==> src/rtl/pid_wr_sequencer.sv <==
// pid_wr_sequencer: assembles host pipe words into write frames and drives the
// PID configuration write bus, one write per frame or one per channel on broadcast.
module pid_wr_sequencer #(
  parameter int W_PW = 16,
  parameter int W_WR_ADDR = 16,
  parameter int W_WR_CHAN = 16,
  parameter int W_WR_DATA = 48,
  parameter int N_CHAN = 8,
  parameter logic [W_WR_CHAN-1:0] BCAST_CHAN = W_WR_CHAN'(16'hFFFF)
) (
  input  logic                 clk_in,
  input  logic                 rst_n_in,
  input  logic                 pw_valid_in,
  output logic                 pw_ready_out,
  input  logic [W_PW-1:0]      pw_data_in,
  input  logic                 abort_in,
  output logic                 wr_en,
  output logic [W_WR_ADDR-1:0] wr_addr,
  output logic [W_WR_CHAN-1:0] wr_chan,
  output logic [W_WR_DATA-1:0] wr_data,
  output logic                 busy_out,
  output logic                 err_out,
  output logic [15:0]          wr_count_out
);
  localparam int N_DW = W_WR_DATA / W_PW;
  localparam int DW_W = $clog2(N_DW + 1);

  typedef enum logic [2:0] {S_ADDR, S_CHAN, S_DATA, S_ISSUE, S_BCAST} state_t;

  state_t state, state_d;
  logic [W_WR_ADDR-1:0] addr_q;
  logic [W_WR_CHAN-1:0] chan_q, bcnt;
  logic [W_WR_DATA-1:0] data_q;
  logic [DW_W-1:0] dw_cnt;
  logic accept, last_dw, chan_ok, is_bcast, bcast_last, uni_wr, bc_wr, err_d;

  assign pw_ready_out = rst_n_in && !abort_in &&
                        (state == S_ADDR || state == S_CHAN || state == S_DATA);
  assign busy_out = state != S_ADDR;
  assign accept = pw_valid_in && pw_ready_out;
  assign last_dw = dw_cnt == DW_W'(N_DW - 1);
  assign chan_ok = chan_q < W_WR_CHAN'(N_CHAN);
  assign is_bcast = chan_q == BCAST_CHAN;
  assign bcast_last = bcnt == W_WR_CHAN'(N_CHAN - 1);

  always_ff @(posedge clk_in or negedge rst_n_in)
    if (!rst_n_in) state <= S_ADDR;
    else state <= state_d;

  always_comb begin
    state_d = state;
    uni_wr = 1'b0;
    bc_wr = 1'b0;
    err_d = 1'b0;
    if (abort_in) state_d = S_ADDR;
    else begin
      unique case (state)
        S_ADDR:  state_d = accept ? S_CHAN : S_ADDR;
        S_CHAN:  state_d = accept ? S_DATA : S_CHAN;
        S_DATA:  state_d = (accept && last_dw) ? S_ISSUE : S_DATA;
        S_ISSUE: begin
          uni_wr = chan_ok;
          err_d = !chan_ok && !is_bcast;
          state_d = (!chan_ok && is_bcast) ? S_BCAST : S_ADDR;
        end
        S_BCAST: begin
          bc_wr = 1'b1;
          state_d = bcast_last ? S_ADDR : S_BCAST;
        end
        default: state_d = S_ADDR;
      endcase
    end
  end

  always_ff @(posedge clk_in or negedge rst_n_in)
    if (!rst_n_in) begin
      addr_q <= '0;
      chan_q <= '0;
      data_q <= '0;
      dw_cnt <= '0;
      bcnt <= '0;
      wr_en <= 1'b0;
      wr_addr <= '0;
      wr_chan <= '0;
      wr_data <= '0;
      err_out <= 1'b0;
      wr_count_out <= '0;
    end else begin
      wr_en <= uni_wr || bc_wr;
      err_out <= err_d;
      if (accept && state == S_ADDR) addr_q <= pw_data_in[W_WR_ADDR-1:0];
      if (accept && state == S_CHAN) begin
        chan_q <= pw_data_in[W_WR_CHAN-1:0];
        dw_cnt <= '0;
      end
      if (accept && state == S_DATA) begin
        data_q <= {data_q[W_WR_DATA-W_PW-1:0], pw_data_in};
        dw_cnt <= dw_cnt + 1'b1;
      end
      if (state == S_ISSUE) bcnt <= '0;
      if (bc_wr) bcnt <= bcnt + 1'b1;
      if (uni_wr || bc_wr) begin
        wr_addr <= addr_q;
        wr_chan <= bc_wr ? bcnt : chan_q;
        wr_data <= data_q;
        wr_count_out <= wr_count_out + 16'd1;
      end
    end
endmodule

==> config.mk <==
export PLATFORM = sky130hd
export DESIGN_NAME = pid_wr_sequencer
export DESIGN_NICKNAME = d
export VERILOG_FILES = /design/src/rtl/pid_wr_sequencer.sv
export SDC_FILE = /design/constraint.sdc
export NUM_CORES = 1
export LEC_CHECK = 0
export BUFFER_PORTS_ARGS = -buffer_cell sky130_fd_sc_hd__buf_4
export CAP_MARGIN = 20
export CORE_UTILIZATION = 50
export CTS_BUF_LIST = sky130_fd_sc_hd__clkbuf_8
export DETAILED_ROUTE_END_ITERATION = 8
export MAX_ROUTING_LAYER = met4
export PLACE_DENSITY = 0.71
export SLEW_MARGIN = 25
export SYNTH_ARGS = -nofsm -noshare
export SYNTH_HDL_FRONTEND = slang
export SYNTH_SLANG_ARGS = --single-unit
==> constraint.sdc <==
create_clock -name clk_in -period 2.4 [get_ports clk_in]
set_input_delay 0.48 -clock clk_in [delete_from_list [all_inputs] [get_ports clk_in]]
set_output_delay 0.48 -clock clk_in [all_outputs]
set_load 0.01 [all_outputs]
After elaboration in Yosys (flattened, before gate mapping) --
Index checks and enable logic that the tools add are counted.
Operators by class: equality and inequality tests 7, magnitude comparators 1, add/subtract/negate cells 3, mux-type cells 18, reduce and logical (&&, ||, !) cells 19
Operators with widths (count):
- two-way mux 16 bit | 3
- adder 16 x 1 -> 16 bit (second input constant) | 2
- == test 16 bit (second input constant) | 1
- == test 16 x 3 -> 1 bit (second input constant) | 1
- less-than comparator 16 x 4 -> 1 bit (second input constant) | 1
- case mux 3 bit (5 select lines) | 1
- logical AND 1 bit | 9
- two-way mux 3 bit | 3
- two-way mux 1 bit | 8
- == test 3 x 2 -> 1 bit (second input constant) | 2
- two-way mux 2 bit | 3
- nonzero test 2 bit | 2
- == test 3 x 1 -> 1 bit (second input constant) | 1
- == test 3 bit (second input constant) | 1
- zero test 1 bit | 3
- zero test 3 bit | 1
- logical OR 1 bit | 3
- nonzero test 3 bit | 1
- adder 2 x 1 -> 2 bit (second input constant) | 1
- == test 2 bit (second input constant) | 1
Storage, ports and cells: bits in registers 199, output and inout port bits 100

Longest topological paths before layout --
depth in word-level cells 9, mapped depth 8, mapped depth without buffers 6

Worst setup path before layout --
OpenSTA, ideal clock, no wires.
kind flip-flop to flip-flop, start point register state[2], end point register addr_q[10], slack 587 ps, buffers on the path 2, data required time 2275 ps, cell stages (with the launch flop) 7, clock period less this slack 1813 ps, arrival time 1689 ps, path through dfrtp_1 buf_6 nor2_4 nand4_2 nor3_2 buf_2 mux2_2
On the way: cells in the longest elaborated chain, start to end 6, elaborated cells on any way between the ends 8, those cells by class eq/ne (2); reduce/logical (6)
Ends and longest elaborated chain:
- from (decl) | line 30 | state_t state, state_d;
- from (signal assigned) | line 48 | else state <= state_d;
- == test 3 x 1 -> 1 bit / zero test 3 bit (equally long branches) | line 38, 91
- logical OR 1 bit (2 in a row) | line 38 | (state == S_ADDR || state == S_CHAN || state == S_DATA);
- logical AND 1 bit | line 37 | assign pw_ready_out = rst_n_in && !abort_in &&
- logical AND 1 bit | line 40 | assign accept = pw_valid_in && pw_ready_out;
- logical AND 1 bit * | line 91 | if (accept && state == S_ADDR) addr_q <= pw_data_in[W_WR_ADDR-1:0];
- to (signal assigned) | line 91
- to (decl) | line 31 | logic [W_WR_ADDR-1:0] addr_q;
Mark *: on every way between the ends. The rest lies on a longest branch, timed or not. A chain may end at the register's enable or synchronous reset.

Worst setup path after layout --
start point register state[0], end point register data_q[29]
On the way: cells in the longest elaborated chain, start to end 6, elaborated cells on any way between the ends 8, those cells by class eq/ne (2); reduce/logical (6)
Ends and longest elaborated chain:
- == test 3 x 1 -> 1 bit / zero test 3 bit (equally long branches) | line 38
- logical OR 1 bit (2 in a row) | line 38
- logical AND 1 bit | line 37
- logical AND 1 bit | line 40
- logical AND 1 bit * | line 96 | if (accept && state == S_DATA) begin
- to (signal assigned) | line 97 | data_q <= {data_q[W_WR_DATA-W_PW-1:0], pw_data_in};
- to (decl) | line 33 | logic [W_WR_DATA-1:0] data_q;
Marked as above.

==> impl_metrics.yaml <==
setup_path:
  crit_start: "state[0]"
  path_buf_inv: 1
  cp_slowest_cell: "or3_4"
  crit_type: "reg2reg"
  crit_chain: "nand2_1, nand4_2, or3_4, buf_12, mux2_4"
  rrSetupSlack_ns: 0.29
  path_max_fanout: 20
  startpoint_type: "register"
  critical_path.top_delay_family: "simple AND/OR/NAND/NOR gates"
  r2r-start: "state[0]"
  cp-end-kind: "register"
  slowest_delay_ns: 0.58
  worstPathArrival_ns: 2.46
  cp.required_ns: 2.75
power:
  p_leak_nw: 5.20
  vdd_drop_max_v: 0.000314
  power_density_mw_per_mm2: 630
  total_power_mw: 6.08
yosys:
  ys_seq_area_share_pct: 61.0
  postSynthAreaPerCell_um2: 11.5
  synth_edf_count: 0
  synth_cell_types: 44
  yosysMostFrequentCell: "nand2_1"
  synth_ff_type: "dfrtp_1"
  syn_area_mm2: 0.00816
  async_flop_share_pct: 100
  synth_top_area_share_pct: 61.0
  synthTopCellsByArea: "dfrtp_1, nand2_1, mux2_4"
  syn-num-nets: 734
  syn_inst: 711
  ys_warn_count: 0
  yosys.area.top_type: "dfrtp_1"
  ys_ff_latch: 199
  synth_commonest_cells: "nand2_1, dfrtp_1, mux2_4, mux2_2, o21ai_0"
layout:
  syn_to_final_growth_pct: 18.4
  antenna_cells: 0
  fin_nets: 851
  drive_gt1_share_pct: 30.2
global_route:
  antenna_found_initial: 0
  met2_usage_pct: 33.5
  grt_usage_pct: 22.3
  grt_pass1_vias: 5272
  grt_pass1_wl_um: 27800
  grt_max_degree: 65
  use_met3_pct: 4.06
  overflow: 0
  gr-usage-met1_pct: 30.9
  busiest_layer: "met2"
timing:
  clock.fmax_ghz: 0.475
  period_share_pct: 87.7
  hold_viol_final: 0
  grt_setup_unrepaired: "false"
  setup-tns-final_ns: 0
  worst_pin_slew_ns: 0.813
  drv_slew: 0
  period_needed_ns: 2.11
  clock-skew-final_ns: 0.0182
  setup_violations: 0
  holdWs_ns: 0.0620
  maxSlewHeadroom_pct: 45.8
clock_tree:
  cts_resized: 0
  post_cts_buffers: 0
  clk_latency_ns: 0.47
  clock_path_buffers: 2
  cts_tree: "yes"
  clk_pin_slew_ns: 0.10
  cts_max_level: 4
  root_buffer: "clkbuf_8"
  numCtsBuffers: 17
  cts-hold-fix-buffers: 0
  clkSinkCount: 199
routing:
  drt-total-wl_um: 17200
  drtIter0Drc: 354
  via_per_inst: 5.18
  dr.pass1.iters: 5
  drcViolationCount: 0
  postRouteAntennaNets: 0
  wl_per_cell_um: 16.3
  vias: 5475
placement:
  gp_congestion: 0.862
  port_buffers: 119
  dp_hpwl_um: 12100
floorplanning:
  die_w_um: 130
  start_util_pct: 51.4
  core_mm2: 0.0159
  rows: 46
  io_pins: 120
  die_area_mm2: 0.0168
  die_h_um: 130
min_path:
  worstHoldPathType: "in2async"
run_status:
  status: "finished, final reports clean"
run:
  maxCapViolations: 0
==> registers in the layout, indices dropped and copies added (netlist names), 16 cells and up <==
register	count
wr_addr	16
wr_count_out	16
chan_q	16
bcnt	16
wr_chan	16
data_q	48
wr_data	48
addr_q	16
==> report_power, final <==
| group | switching (mW) | total, mW | internal (mW) |
|---|---|---|---|
| registers | 0.114 | 3.62 | 3.51 |
| clock network | 1.23 | 2.11 | 0.878 |
| logic | 0.172 | 0.359 | 0.187 |
| total | 1.51 | 6.08 | 4.57 |
==> metrics by stage <==
stage,area [µm²],utilization (%),std cells,worst slack (ns)
after floorplan,8160,-,711,0.587
after global placement,9280,58.4,1025,0.312
after detailed placement,9280,58.4,1025,0.234
after CTS,9660,60.8,1057,0.297
after global routing,9660,60.8,1057,0.223
final,9660,60.8,1057,0.295
==> layout by cell type, fill, tap and decap left out, drive strengths merged, types with 3 or more instances in the layout <==
| master | synthesis | routed |
|---|---|---|
| o21ai | 25 | 25 |
| xnor2 | 7 | 7 |
| buf | 21 | 132 |
| nand3 | 13 | 13 |
| a31oi | 3 | 3 |
| nor3 | 9 | 9 |
| nand2 | 240 | 240 |
| nand4 | 16 | 16 |
| clkinv | 0 | 5 |
| clkbuf | 14 | 19 |
| nor2 | 20 | 20 |
| ha | 3 | 3 |
| mux2 | 80 | 80 |
| mux2i | 8 | 8 |
| inv | 3 | 10 |
| dfrtp | 199 | 199 |
| nor4 | 5 | 5 |
| xor2 | 8 | 8 |
| a21oi | 5 | 5 |
| and3 | 9 | 9 |
| and2 | 3 | 3 |
==> path summary, 6_finish.rpt <==
path | to | depth (start not counted)
max in group asynchronous | addr_q[15] | 3
min | wr_data[18] | 2
max reg2reg | data_q[29] | 5
min in group clk_in | state[0] | 2
max | data_q[29] | 5
min reg2reg | wr_addr[7] | 2
==> metal layers <==
layer	part of all wire, %	wire, µm	vias to the layer above
li1	-	-	2613
met1	48	8220	2730
met2	47	8170	116
met3	3.9	674	16
met4	0.96	165	0
met5	0	0	-
==> cells by family after synthesis <==
group                    synth area share, %
AO/OA/AOI/OAI                           2.94
XOR/XNOR                                1.61
adder cells (fa/ha/maj)                0.460
buffers and inverters                   2.65
flip-flops                              61.0
multiplexers                            14.1
AND/OR/NAND/NOR                         17.2
==> layout make-up <==
type	instances	area, µm²
Sequential cell	199	4980
Fill cell	1350	6220
Multi-Input combinational cell	474	2970
Inverter	3	11.3
Timing Repair Buffer	133	1040
Clock inverter	14	138
Tap cell	216	270
Clock buffer	18	248
(Power assumes the default switching activity.)
